==> src/rtl/screen_pkg.sv <==
// Shared definitions for the screen router and the game-flow controller:
// router screen codes, the flow state encoding and a small sizing helper.
package screen_pkg;

   localparam logic [1:0] SCREEN_MENU     = 2'b00;
   localparam logic [1:0] SCREEN_RACE     = 2'b01;
   localparam logic [1:0] SCREEN_FINISHED = 2'b10;
   localparam logic [1:0] SCREEN_ARMED    = 2'b11;

   typedef enum logic [1:0] {
      FLOW_MENU      = 2'b00,
      FLOW_COUNTDOWN = 2'b01,
      FLOW_PLAY      = 2'b10,
      FLOW_FINISHED  = 2'b11
   } flow_state_t;

   function automatic int max3(input int a, input int b, input int c);
      int m;
      m = (a > b) ? a : b;
      return (m > c) ? m : c;
   endfunction

endpackage

==> src/rtl/tick_timer.sv <==
// Saturating tick counter with a combinational "last tick before target" flag.
// Shared by the countdown steps, the finished-screen hold and the abort press.
module tick_timer #(
   parameter int WIDTH = 4
) (
   input  logic             clk,
   input  logic             rst_n,
   input  logic             clear,
   input  logic             enable,
   input  logic [WIDTH-1:0] target,
   output logic             done,
   output logic [WIDTH-1:0] count
);

   localparam logic [WIDTH-1:0] ONE       = {{(WIDTH-1){1'b0}}, 1'b1};
   localparam logic [WIDTH-1:0] COUNT_MAX = '1;

   // done marks the tick on which the count would reach target.
   assign done = enable && (count == (target - ONE));

   // NOTE: state registers use non-blocking assignments so every flop samples
   // pre-edge values; blocking here would create order-dependent races.
   always_ff @(posedge clk) begin
      if (!rst_n) begin
         count <= '0;
      end else if (clear) begin
         count <= '0;
      end else if (enable && (count != COUNT_MAX)) begin
         count <= count + ONE;
      end
   end

endmodule

==> src/rtl/screen_flow_controller.sv <==
// Game-flow FSM: start countdown, position clearing, finished-screen hold and
// abort long-press, producing the registered is_in_menu level for the router.
module screen_flow_controller
   import screen_pkg::*;
#(
   parameter int COUNT_TICKS = 1000,
   parameter int HOLD_TICKS  = 5000,
   parameter int ABORT_TICKS = 2000
) (
   input  logic       clk,
   input  logic       rst_n,
   input  logic       tick,
   input  logic       start_btn,
   input  logic [1:0] current_screen,
   output logic       is_in_menu,
   output logic       positions_clear,
   output logic [1:0] countdown_value,
   output logic       finish_hold
);

   localparam int TW = $clog2(max3(COUNT_TICKS, HOLD_TICKS, ABORT_TICKS) + 1);
   localparam logic [TW-1:0] COUNT_T = TW'(COUNT_TICKS);
   localparam logic [TW-1:0] HOLD_T  = TW'(HOLD_TICKS);
   localparam logic [TW-1:0] ABORT_T = TW'(ABORT_TICKS);

   flow_state_t   state, state_next;
   logic [1:0]    countdown_next;
   logic          armed, armed_next;
   logic          prev_btn;
   logic          start_rise;
   logic          clear_next;
   logic          timer_clear, timer_enable, timer_done;
   logic [TW-1:0] timer_target, timer_count;

   assign start_rise = start_btn & ~prev_btn;

   tick_timer #(.WIDTH(TW)) u_timer (
      .clk    (clk),
      .rst_n  (rst_n),
      .clear  (timer_clear),
      .enable (timer_enable),
      .target (timer_target),
      .done   (timer_done),
      .count  (timer_count)
   );

   // NOTE: every signal written here gets a default first, so no path through
   // the case statement can leave a value unassigned and infer a latch.
   always_comb begin
      state_next     = state;
      countdown_next = countdown_value;
      armed_next     = armed;
      clear_next     = 1'b0;
      timer_clear    = 1'b0;
      timer_enable   = 1'b0;
      timer_target   = COUNT_T;

      case (state)
         FLOW_MENU: begin
            timer_clear    = 1'b1;
            countdown_next = 2'd0;
            if (start_rise) begin
               state_next     = FLOW_COUNTDOWN;
               countdown_next = 2'd3;
               clear_next     = 1'b1;
            end
         end

         FLOW_COUNTDOWN: begin
            timer_enable = tick;
            if (timer_done) begin
               timer_clear = 1'b1;
               if (countdown_value == 2'd1) begin
                  state_next     = FLOW_PLAY;
                  countdown_next = 2'd0;
               end else begin
                  countdown_next = countdown_value - 2'd1;
               end
            end
         end

         FLOW_PLAY: begin
            timer_target = ABORT_T;
            timer_enable = tick & armed & start_btn;
            if (current_screen == SCREEN_FINISHED) begin
               state_next  = FLOW_FINISHED;
               timer_clear = 1'b1;
               armed_next  = 1'b0;
            end else if ((current_screen == SCREEN_MENU) || timer_done) begin
               state_next  = FLOW_MENU;
               clear_next  = 1'b1;
               timer_clear = 1'b1;
               armed_next  = 1'b0;
            end else if (!start_btn) begin
               // Releasing the button throws away any partial abort count.
               armed_next  = 1'b0;
               timer_clear = (timer_count != '0);
            end else if (start_rise) begin
               armed_next = 1'b1;
            end
         end

         FLOW_FINISHED: begin
            timer_target = HOLD_T;
            timer_enable = tick;
            if (start_rise || timer_done) begin
               state_next  = FLOW_MENU;
               clear_next  = 1'b1;
               timer_clear = 1'b1;
            end
         end

         default: state_next = FLOW_MENU;
      endcase
   end

   // Outputs are registered from the next state so they line up with it.
   always_ff @(posedge clk) begin
      if (!rst_n) begin
         state           <= FLOW_MENU;
         armed           <= 1'b0;
         prev_btn        <= 1'b1;
         is_in_menu      <= 1'b1;
         positions_clear <= 1'b0;
         countdown_value <= 2'd0;
         finish_hold     <= 1'b0;
      end else begin
         state           <= state_next;
         armed           <= armed_next;
         prev_btn        <= start_btn;
         is_in_menu      <= (state_next == FLOW_MENU) || (state_next == FLOW_COUNTDOWN);
         positions_clear <= clear_next;
         countdown_value <= countdown_next;
         finish_hold     <= (state_next == FLOW_FINISHED);
      end
   end

endmodule

==> config.mk <==
export PLATFORM = sky130hd
export DESIGN_NAME = screen_flow_controller
export DESIGN_NICKNAME = d
export VERILOG_FILES = /design/src/rtl/screen_pkg.sv /design/src/rtl/tick_timer.sv /design/src/rtl/screen_flow_controller.sv
export SDC_FILE = /design/constraint.sdc
export NUM_CORES = 1
export LEC_CHECK = 0
export ABC_AREA = 0
export CAP_MARGIN = 20
export CORE_MARGIN = 5
export CORE_UTILIZATION = 54
export CTS_BUF_LIST = sky130_fd_sc_hd__clkbuf_2 sky130_fd_sc_hd__clkbuf_4 sky130_fd_sc_hd__clkbuf_8
export DETAILED_ROUTE_END_ITERATION = 8
export PLACE_DENSITY = 0.77
export SYNTH_ARGS = -nofsm -noshare
export SYNTH_HDL_FRONTEND = slang
export SYNTH_SLANG_ARGS = --single-unit
export TNS_END_PERCENT = 100
==> constraint.sdc <==
create_clock -name clk -period 1.5 [get_ports clk]
set_input_delay 0.15 -clock clk [delete_from_list [all_inputs] [get_ports clk]]
set_output_delay 0.15 -clock clk [all_outputs]
set_load 0.03 [all_outputs]
Word level (Yosys, flattened, before mapping)
Cells that the tools add are included.
{"block": "op_classes", "addsub": 3, "eq_ne": 11, "mux": 27, "n_bitwise": 5, "n_reduce_logical": 14}
{"cell": "13-bit case mux with 2 select lines", "n": 1}
{"cell": "2-bit two-way mux", "n": 9}
{"cell": "13-bit by 1-bit adder with 13-bit output (second input constant)", "n": 1}
{"cell": "13-bit == test", "n": 1}
{"cell": "13-bit != test (second input constant)", "n": 1}
{"cell": "13-bit nonzero test", "n": 1}
{"cell": "13-bit by 1-bit subtractor with 13-bit output (second input constant)", "n": 1}
{"cell": "1-bit two-way mux", "n": 12}
{"cell": "2-bit == test (second input constant)", "n": 4}
{"cell": "2-bit case mux with 4 select lines", "n": 1}
{"cell": "2-bit by 1-bit == test with 1-bit output (second input constant)", "n": 3}
{"cell": "2-bit zero test", "n": 3}
{"cell": "4-bit by 1-bit != test with 1-bit output (second input constant)", "n": 1}
{"cell": "1-bit case mux with 4 select lines", "n": 1}
{"cell": "2-bit case mux with 2 select lines", "n": 1}
{"cell": "2-bit AND reduction", "n": 2}
{"cell": "2-bit OR reduction", "n": 2}
{"cell": "1-bit AND", "n": 3}
{"cell": "1-bit logical OR", "n": 3}
{"cell": "1-bit case mux with 3 select lines", "n": 1}
{"cell": "1-bit logical AND", "n": 2}
{"cell": "2-bit != test (second input constant)", "n": 1}
{"cell": "1-bit NOT", "n": 2}
{"cell": "1-bit case mux with 2 select lines", "n": 1}
{"cell": "other kinds (2)", "n": 2}
{"block": "word_totals", "reg_bits": 22, "out_inout_bits": 5, "wordCells": 68}

Depth between registers and ports, before layout
{"block": "depth", "word_depth": 11, "mapped_depth": 7, "ltp_nobuf": 6}

By module
Synthesis repeated with hierarchy kept, for this count alone.
{"block": "unflattened", "cells_unflattened": 198, "area_unflattened_um2": 1600.3}
{"module": "tick_timer", "instances": 1, "cells_each": 132, "area_each_um2": 1062.3, "seq_area_each_um2": 260.2}
{"module": "screen_flow_controller", "instances": 1, "cells_each": 66, "area_each_um2": 538.0, "seq_area_each_um2": 180.2}

Worst setup path after synthesis
No wires, ideal clock.
{"block": "synth_path", "kind": "register to register", "from": "reg u_timer.count[0]", "to": "reg u_timer.count[8]", "setup_time_ns": 0.079, "t_arrival_ns": 1.616, "t_required_ns": 1.421, "path_slack_ns": -0.195, "stages_incl_launch_ff": 6, "n_path_buf": 0, "cell_sequence": "dfxtp_1 > ha_1 > and3_1 > nand4_1 > or4_1 > a211oi_2"}
{"block": "synth_via", "elab_chain_len": 7}
{"element": "start: declaration", "line": "tick_timer.sv:12", "text": "output logic [WIDTH-1:0] count"}
{"element": "start signal: assignment", "line": "tick_timer.sv:29", "text": "count <= count + ONE;"}
{"element": "13-bit == test", "line": "tick_timer.sv:19", "text": "assign done = enable && (count == (target - ONE));"}
{"element": "1-bit logical AND", "line": "tick_timer.sv:19"}
{"element": "1-bit logical OR", "line": "screen_flow_controller.sv:89", "text": "end else if ((current_screen == SCREEN_MENU) || timer_done) begin"}
{"element": "1-bit two-way mux", "line": "screen_flow_controller.sv:89"}
{"element": "1-bit two-way mux", "line": "screen_flow_controller.sv:85", "text": "if (current_screen == SCREEN_FINISHED) begin"}
{"element": "1-bit case mux with 4 select lines", "line": "screen_flow_controller.sv:58", "text": "case (state)"}
{"element": "2-bit OR reduction (no line)"}
Parallel ways exist; a longest one is shown, timed or not.
A chain may end at the register's enable or synchronous reset.

Worst setup path after layout
{"block": "layout_path", "from": "reg u_timer.count[1]", "to": "reg u_timer.count[8]"}
The elaborated chain is that of the path after synthesis.

==> flow_summary.yaml <==
run_status:
  outcome: "finished, violations left"
  violations: "negative setup slack"
cts:
  clkSlewWorstSetupHoldPaths_ps: 140
  cts_tree: "done"
  clockBufferDepth: 2
  htree_levels: 1
  cts_buffers: 3
  clk_latency_ps: 320
  cts-root-buf: "clkbuf_4"
  cts_sinks: 22
routing:
  ant_nets: 0
  drt_iter0_markers: 193
  wl_mm: 5.017
  vias_per_cell: 6.802
  post-route-drc-count: 0
  via_count: 1646
  wl_per_cell_um: 20.73
  drtPass1Iterations: 5
floorplanning:
  initial_core_util: 0.5762
  die_h_um: 62.11
  row_count: 18
  io_pins: 11
  design.core.area_um2: 2545
  dieArea_um2: 3858
  die_w_um: 62.11
global_routing:
  grt_pass1_wl_mm: 8.073
  track_usage: 0.2479
  grt_pass1_vias: 1676
  overflow: 0
  grt_max_degree: 13
  grt_antenna_before_repair: 0
place:
  portBuffers: 10
  place_hpwl_mm: 2.958
  dpl_cell_area_um2: 1802
  place_ws_ps: -362.0
  gp_congestion: 0.9368
yosys:
  netlist_area_um2: 1466
  synth_top_cell_area_share: 0.3003
  async_flop_share: 0
  synth-seq-cells: 22
  ys_seq_area_frac: 0.3003
  postSynthNetCount: 177
  synth_area_leaders: "dfxtp_1 30%, o31ai_1 4.1%, a211oi_1 3.6%"
  synth_top_cell_by_area: "dfxtp_1"
  synth_cell_types: 54
  syn_area_per_cell_um2: 8.729
  synth_ff_type: "dfxtp_1"
  synth_warnings: 0
  synth.most_common_cell: "dfxtp_1"
  synth_edf_count: 0
  netlist_instances: 168
  synth_commonest_cells: "22 x dfxtp_1, 12 x nand2_1, 10 x nand3_1, 9 x nor2_1"
final_layout:
  finalNetCount: 222
  area_delta_synth_final_pct: 47.44
  drive_gt1_frac: 0.4906
  finalInstanceArea_um2: 2162
  diodes: 0
timing:
  fin_ws_ps: -190.5
  relSlewSlack: 0.7216
  finalCritPeriodShare: 1.127
  setup_viol: 18
  rsz0062_at_grt: "yes"
  slew_violations: 0
  worstMarginPinSlew_ps: 416.1
  fmax_mhz: 591.5
  fin_crit_ps: 1690
  finClkSkew_ps: 16.45
  hold_violations: 0
job:
  max_cap_violations: 0
setup_path:
  crit_required_ps: 1750
  crit_path_max_fanout: 5
  arrival_ps: 1940
  timing_worst_setup_path_type: "reg2reg"
  crit_path_start_kind: "register"
  end_kind: "register"
hold_path:
  hp-class: "reg2reg"
pwr:
  finalPower_mw: 1.294
  p_leak_nw: 0.8043
  irDropWorstVdd_mv: 0.6248
  power_density_nw_per_um2: 598.5
## timing repair
action	4_1_cts	5_1_grt
gates resized for setup	51	18
hold endpoints to repair	0	0
gates cloned	1	0
setup buffers	5	0
pin swaps	11	6
endpoints found under the setup margin	23	22
hold buffers	0	0
## routing by layer
metal / global-route usage / routed length [µm] / vias up
met2: 0.4106 / 2483 / 87
met1: 0.3173 / 1985 / 793
met4: 0.1003 / 182 / 0
met5: 0 / 0 / -
met3: 0.03777 / 365 / 22
li1: - / - / 744
## layout by cell type, fill, tap and decap left out, types with 3 or more instances in the layout
master           instances
buf_4                   32
nand2_1                 12
a211oi_2                10
buf_6                    9
nor2_1                   8
dfxtp_4                  8
inv_1                    7
nand3_1                  7
o31ai_1                  7
dfxtp_1                  7
clkdlybuf4s50_1          7
dfxtp_2                  7
o21ai_0                  6
or4_4                    6
mux2i_1                  4
nand4_1                  4
nor4_2                   3
and4_1                   3
nor4_4                   3
nand3_2                  3
or3_1                    3
clkbuf_4                 3
## metrics by stage
stage | std cells | hold WS (ps) | TNS, ps | util
5_1_grt | 242 | 507.8 | -2664 | 0.8496
3_5_place_dp | 232 | 493.4 | -5453 | 0.7080
2_1_floorplan | 168 | 251.5 | -43.08 | -
3_3_place_gp | 232 | 468.6 | -4915 | 0.7080
4_1_cts | 242 | 503.2 | -710.0 | 0.8092
6_report | 242 | 527.9 | -1849 | 0.8496
## flip-flops by register name (all words and copies together) (netlist names)
name	flops
state	2
u_timer.count	13
is_in_menu	1
prev_btn	1
positions_clear	1
armed	1
countdown_value	2
finish_hold	1
## where the power goes
part / switching [mW] / internal (mW) / total (mW)
Combinational: 0.183 / 0.149 / 0.332
Sequential: 0.0278 / 0.593 / 0.620
Clock: 0.193 / 0.148 / 0.342
Total: 0.405 / 0.889 / 1.29
## kinds of logic (layout without fill, tap and decap cells)
group | count (synthesis) | count (layout) | share of synthesized area
mux | 5 | 5 | 0.03498
compound gates | 43 | 43 | 0.2304
flops | 22 | 22 | 0.3003
fa+ha+maj | 3 | 3 | 0.02560
buf+inv | 19 | 63 | 0.08703
simple gates | 76 | 76 | 0.3217
## worst paths after layout
kind / from / cells past startpoint / end / slack [ps]
worst max-delay path: u_timer.count[1] / 5 / u_timer.count[8] / -190
worst min-delay path: countdown_value[1] / 2 / countdown_value[1] / 530
worst max register to register: u_timer.count[1] / 5 / u_timer.count[8] / -190
worst min register to register: countdown_value[1] / 2 / countdown_value[1] / 530
## area by class of cell
cell class                      instances  area, µm²
Multi-Input combinational cell        127       1137
Sequential cell                        22      479.2
Timing Repair Buffer                   51      441.7
Fill cell                             125      382.9
Tap cell                               30      37.54
Clock buffer                            4      36.28
Inverter                                8      30.03
## critical path, stage by stage (launching register included)
cell      delay, ps
dfxtp_4         400
ha_4            170
and3_4          190
nand4_1         160
or4_4           530
a211oi_2        180
No activity file was read; power rests on OpenSTA's default activity.
==> edit 1, RTL diff (config.mk and constraints unchanged) <==
The 4 states of `flow_state_t` get a one-hot encoding in 4 bits.
--- a/src/rtl/screen_pkg.sv
+++ b/src/rtl/screen_pkg.sv
@@ -7,11 +7,11 @@
    localparam logic [1:0] SCREEN_FINISHED = 2'b10;
    localparam logic [1:0] SCREEN_ARMED    = 2'b11;
 
-   typedef enum logic [1:0] {
-      FLOW_MENU      = 2'b00,
-      FLOW_COUNTDOWN = 2'b01,
-      FLOW_PLAY      = 2'b10,
-      FLOW_FINISHED  = 2'b11
+   typedef enum logic [3:0] {
+      FLOW_MENU      = 4'b0001,
+      FLOW_COUNTDOWN = 4'b0010,
+      FLOW_PLAY      = 4'b0100,
+      FLOW_FINISHED  = 4'b1000
    } flow_state_t;
 
    function automatic int max3(input int a, input int b, input int c);
Behaviour: no difference found for any inputs over 10 cycles, from zero or initial values and one cycle with rst_n low; not proved beyond that.
==> edit 1 against the unedited design <==
The flow still finishes with violations (negative setup slack); synthesized area down 4.5%; routed wire length down 12%; design area down 6.9%; via count down 6.1%; maximum frequency down 18%; sequential cell count up 2; die area down 3.8%; setup slack worse by 0.37 ns; count of clock-buffer cells in the layout unchanged; critical endpoint is now state[3]$_SDFF_PN0_; highest routed layer unchanged.
Power is not compared: it rests on default switching activity, and its combinational part moved more than twofold at a synthesized area within 25%.
==> edit 1: results (changes against the unedited design) <==
outcome: "finished, violations left"  # unchanged
violations: "negative setup slack"  # unchanged
grt_pass1_vias: 1582  # was 1,676
clock_latency_ns: 0.32  # about the same
ys_types: 48  # was 54
first_iter_violations: 77  # was 193
drive_gt1_frac: 0.4028  # was 0.4906
ctsRootBufferMaster: "clkbuf_4"  # unchanged
fin_nets: 226  # was 222
drt_pass1_iterations: 4  # was 5
cp.arrival_ns: 2.28  # was 1.94 ns
synth_mux_area_frac: 0.03753  # was 0.03498
cts_max_level: 1  # unchanged
synth_compound_area_frac: 0.1144  # was 0.2304
grt_pass1_wl_mm: 6.934  # was 8.073 mm
hp-class: "in2reg"  # was reg2reg
drt-vias-per-instance: 6.280  # was 6.802
async_flop_share: 0  # unchanged
p_leak_nw: 0.8363
synth_ff_type: "dfxtp_1"  # unchanged
setup_slack_ns: -0.5573  # was -0.1905 ns
ys_top_cells_by_area: "dfxtp_1, nor2_1, xor2_1, nand4_1, a21oi_1"  # was dfxtp_1, o31ai_1, a211oi_1, nand3_1, nand2_1
cts_buffers: 3  # unchanged
syn_inst: 159  # was 168
hp-start: "rst_n"  # was countdown_value[1]$_SDFFE_PN0P_
dpl_worst_slack_ns: -0.6768  # was -0.3620 ns
num_vias: 1545  # was 1,646
cts.path.max_buffers: 2  # unchanged
setup_viol: 23  # was 18
port_buffers: 10  # unchanged
critPathSlowestCell: "dfxtp_4"  # was or4_4
cts.clk_slew.worst_paths_ns: 0.14  # about the same
crit_start: "state[3]$_SDFF_PN0_"  # was u_timer.count[1]$_SDFFE_PP0P_
antenna_found_initial: 0  # unchanged
synth_xor_area_frac: 0.08043  # was 0
netlist_top_cells_count: "dfxtp_1, nor2_1, a21oi_1, nand4_1, xor2_1"  # was dfxtp_1, nand2_1, nand3_1, nor2_1
path_max_fanout: 6  # was 5
wl_mm: 4.429  # was 5.017 mm
max-vdd-ir-drop_uv: 787.2
hpwlAfterDp_mm: 3.086  # was 2.958 mm
clock_skew_ns: 0.01171  # was 0.01645 ns
antenna_cells: 0  # unchanged
slew_headroom: 0.7232  # was 0.7216
yosys_warnings: 0  # unchanged
slowest_delay_ns: 0.40  # was 0.53 ns
syn_nets: 168  # was 177
grt.total_usage: 0.2491  # was 0.2479
place_congestion: 0.8996  # was 0.9368
dpl.cell_count: 241  # was 232
seq_area_frac_synth: 0.3432  # was 0.3003
grt_max_degree: 14  # was 13
reg.largest.list: "u_timer.count (13), state (4), countdown_value (2)"  # was u_timer.count (13), countdown_value (2), state (2)
yosys.area_share.adder: 0.02681  # was 0.02560
==> edit 1: changes by cell type after synthesis, moves of 4 or more <==
cell	change
a211oi_1	-7
or4_1	-5
nand2_1	-6
a21oi_1	+7
nor2_1	+13
o31ai_1	-8
xor2_1	+8
nand4_1	+4
==> edit 1: cell type report <==
class	instances	area, um^2
multi-input combinational	124	955.9
sequential	24	488.0
timing repair buffer	59	476.7
fill	167	464.2
tap	30	37.54
clock buffer	4	36.28
inverter	5	18.77
==> edit 1: per-layer routing <==
| metal | track usage | vias up | part of all wire | routed length (um) |
|---|---|---|---|---|
| met5 | 0 | - | 0 | 0 |
| met4 | 0.1424 | 0 | 0.048 | 213 |
| met3 | 0.04894 | 24 | 0.058 | 256 |
| met2 | 0.4290 | 86 | 0.50 | 2206 |
| met1 | 0.2853 | 741 | 0.40 | 1752 |
| li1 | - | 694 | - | - |
==> edit 1: critical path, delay by kind of cell (launching register included) <==
family,cells,cell delay [ns]
AND/OR/NAND/NOR,4,0.91
AO/OA/AOI/OAI,2,0.21
flip-flops,1,0.40
buffers and inverters,3,0.45
==> edit 1: path summary, 6_finish.rpt <==
check	cells past startpoint	slack [ns]	to
worst max-delay path	9	-0.56	state[3]$_SDFF_PN0_
worst min-delay path	3	0.52	prev_btn$_SDFF_PN1_
worst max register to register	9	-0.56	state[3]$_SDFF_PN0_
worst min register to register	2	0.54	countdown_value[1]$_SDFFE_PN0P_
==> edit 1: timing repair <==
item	in CTS	in global routing
pin swaps	7	3
hold buffers	0	0
gates resized for setup	15	11
setup buffers	2	0
setup endpoints to repair	25	26
==> edit 1: logic make-up (layout without fill, tap and decap cells) <==
kind of cell | Yosys count | count (layout)
adder cells (fa/ha/maj) | 3 | 3
multiplexers | 4 | 4
XOR/XNOR | 12 | 12
AO/OA/AOI/OAI | 25 | 25
AND/OR/NAND/NOR | 80 | 80
flip-flops | 24 | 24
buffers and inverters | 11 | 68
==> edit 1: per-stage QoR <==
step | hold WS, ns | instance area (um^2) | util | setup TNS, ns
3_5_place_dp | 0.4993 | 1863 | 0.7520 | -12.84
2_1_floorplan | 0.2230 | 1411 | - | -9.973
5_1_grt | 0.5018 | 2013 | 0.8126 | -12.80
4_1_cts | 0.5069 | 1954 | 0.7889 | -10.91
6_report | 0.5176 | 2013 | 0.8126 | -11.36
3_3_place_gp | 0.4703 | 1863 | 0.7520 | -11.11
==> edit 1: power breakdown <==
| part | switching, W | total (W) | internal, W |
|---|---|---|---|
| logic | 0.0000502 | 0.0000978 | 0.0000476 |
| registers | 0.00000464 | 0.000647 | 0.000642 |
| clock network | 0.000201 | 0.000349 | 0.000148 |
==> edit 2, RTL diff (config.mk and constraints unchanged) <==
Made on the original files. The parameter `ABORT_TICKS` goes from 2000 to 4000.
--- a/src/rtl/screen_flow_controller.sv
+++ b/src/rtl/screen_flow_controller.sv
@@ -5,7 +5,7 @@
 #(
    parameter int COUNT_TICKS = 1000,
    parameter int HOLD_TICKS  = 5000,
-   parameter int ABORT_TICKS = 2000
+   parameter int ABORT_TICKS = 4000
 ) (
    input  logic       clk,
    input  logic       rst_n,
Formal check against the unedited RTL: same outputs for any inputs over 10 cycles, from zero or initial values and one cycle with rst_n low; that may be too few to reach the edited logic, so the function may still have changed.
==> edit 2 against the unedited design <==
The flow still finishes with violations (negative setup slack); design area shrank 11%; die area shrank 13%; synthesized area shrank 15%; routed wire length shrank 20%; synthesized cell count shrank 9.5%; critical path depth grew 1; sequential power shrank 3.4%; setup slack lost 0.14 ns; final cell count shrank 3.7%; power shrank 0.53%; sequential cell count is the same.
==> edit 2: results (changes against the unedited design) <==
top_layer: "met4"  # unchanged
setup_slack_ns: -0.3349  # was -0.1905 ns
grt_pass1_wl_mm: 6.299  # was 8.073 mm
seq_area_frac_synth: 0.3545  # was 0.3003
cts_buffers: 3  # unchanged
antenna_found_initial: 0  # unchanged
comb_power_share: 0.159  # was 0.256
pg_clk_w: 0.000484  # was 0.000342 W
synth_ff_type: "dfxtp_1"  # unchanged
setup_viol: 21  # was 18
path_max_fanout: 6  # was 5
grt_max_degree: 14  # was 13
power_switching_w: 0.0003334  # was 0.0004046 W
drive_gt1_frac: 0.4390  # was 0.4906
p_leak_nw: 0.8224  # was 0.8043 nW
wl_met2_mm: 1.878  # was 2.483 mm
netlist_top_cells_count: "dfxtp_1, nor2_1, nand2_1"  # was dfxtp_1, nand2_1, nand3_1, nor2_1
worstMarginPinSlew_ns: 0.4626  # was 0.4161 ns
grt_pass1_vias: 1363  # was 1,676
min_path_cells: 2  # unchanged
place_congestion: 0.9352  # was 0.9368
yosys_warnings: 0  # unchanged
grt.total_usage: 0.2386  # was 0.2479
first_iter_violations: 71  # was 193
gr-usage-met1: 0.3026  # was 0.3173
drt-vias-per-instance: 5.991  # was 6.802
cts.clk_slew.worst_paths_ns: 0.14  # about the same
ys_types: 40  # was 54
antenna_cells: 0  # unchanged
cts_max_level: 1  # unchanged
critPathSlowestCell: "dfxtp_4"  # was or4_4
outcome: "finished, violations left"  # unchanged
async_flop_share: 0  # unchanged
ys_top_cells_by_area: "dfxtp_1, xnor2_1, nor2_1, nand2_1, nand3_1"  # was dfxtp_1, o31ai_1, a211oi_1, nand3_1, nand2_1
syn_nets: 161  # was 177
power_density_nw_per_um2: 668.0  # was 598.5 nW/um^2
dr_wl_met3_um: 265  # was 365 um
wl_mm: 4.009  # was 5.017 mm
slowest_delay_ns: 0.42  # was 0.53 ns
use_met3: 0.04677  # was 0.03777
dpl.cell_count: 224  # was 232
reg2regPathDepth: 6  # was 5
cts.path.max_buffers: 2  # unchanged
violations: "negative setup slack"  # unchanged
syn_inst: 152  # was 168
layout.cells.non_filler: 233  # was 242
crit_family: "simple AND/OR/NAND/NOR gates"  # unchanged
drt_pass1_iterations: 4  # was 5
cp.arrival_ns: 2.07  # was 1.94 ns
drt-met1-wl_mm: 1.741  # was 1.985 mm
clock_skew_ns: 0.008314  # was 0.01645 ns
port_buffers: 10  # unchanged
use_met2: 0.3903  # was 0.4106
max-vdd-ir-drop_uv: 583.7  # was 624.8 uV
hpwlAfterDp_mm: 2.436  # was 2.958 mm
hp-class: "in2reg"  # was reg2reg
reg.largest.list: "u_timer.count (13), countdown_value (2), state (2)"  # unchanged
ctsRootBufferMaster: "clkbuf_4"  # unchanged
==> edit 2: logic make-up (layout without fill, tap and decap cells) <==
kind of cell    count (synthesis)  count (layout)  synth area share
fa+ha+maj                       3               3           0.03021
compound gates                 25              25            0.1440
mux                             2               2           0.01813
simple gates                   74              74            0.3253
buf+inv                        14              67           0.04329
flops                          22              22            0.3545
xor+xnor                       12              12           0.08460
==> edit 2: through the flow <==
stage | setup TNS (ns) | cell area (um^2) | hold slack (ns) | setup WS [ns] | util
after floorplan | -0.9904 | 1280 | 0.2230 | -0.2449 | -
after global placement | -3.806 | 1680 | 0.4930 | -0.2555 | 0.7596
after detailed placement | -4.604 | 1680 | 0.5284 | -0.2861 | 0.7596
after CTS | -3.952 | 1813 | 0.4610 | -0.2502 | 0.8196
after global routing | -6.829 | 1927 | 0.4702 | -0.3805 | 0.8710
final | -5.842 | 1927 | 0.4684 | -0.3349 | 0.8710
==> edit 2: final timing paths <==
path                                  from                             to  slack, ns
max reg2reg            state[1]$_SDFF_PN0_  u_timer.count[7]$_SDFFE_PP0P_      -0.33
min                                  rst_n     positions_clear$_SDFF_PN0_       0.47
min reg2reg  u_timer.count[1]$_SDFFE_PP0P_  u_timer.count[1]$_SDFFE_PP0P_       0.57
max                    state[1]$_SDFF_PN0_  u_timer.count[7]$_SDFFE_PP0P_      -0.33
==> edit 2: what timing repair did <==
item                       4_1_cts  5_1_grt
setup endpoints to repair       23       24
resized for setup               20       26
setup buffers                    2        4
hold buffers                     0        0
pin swaps                       10        4
==> edit 2: layout make-up <==
type,count,area [um^2]
repair buffers,54,446.7
fillers,100,285.3
inverters,9,33.78
clock buffers,3,22.52
multi-input cells,116,910.9
clock inverters,1,30.03
well taps,28,35.03
flip-flops and latches,22,447.9
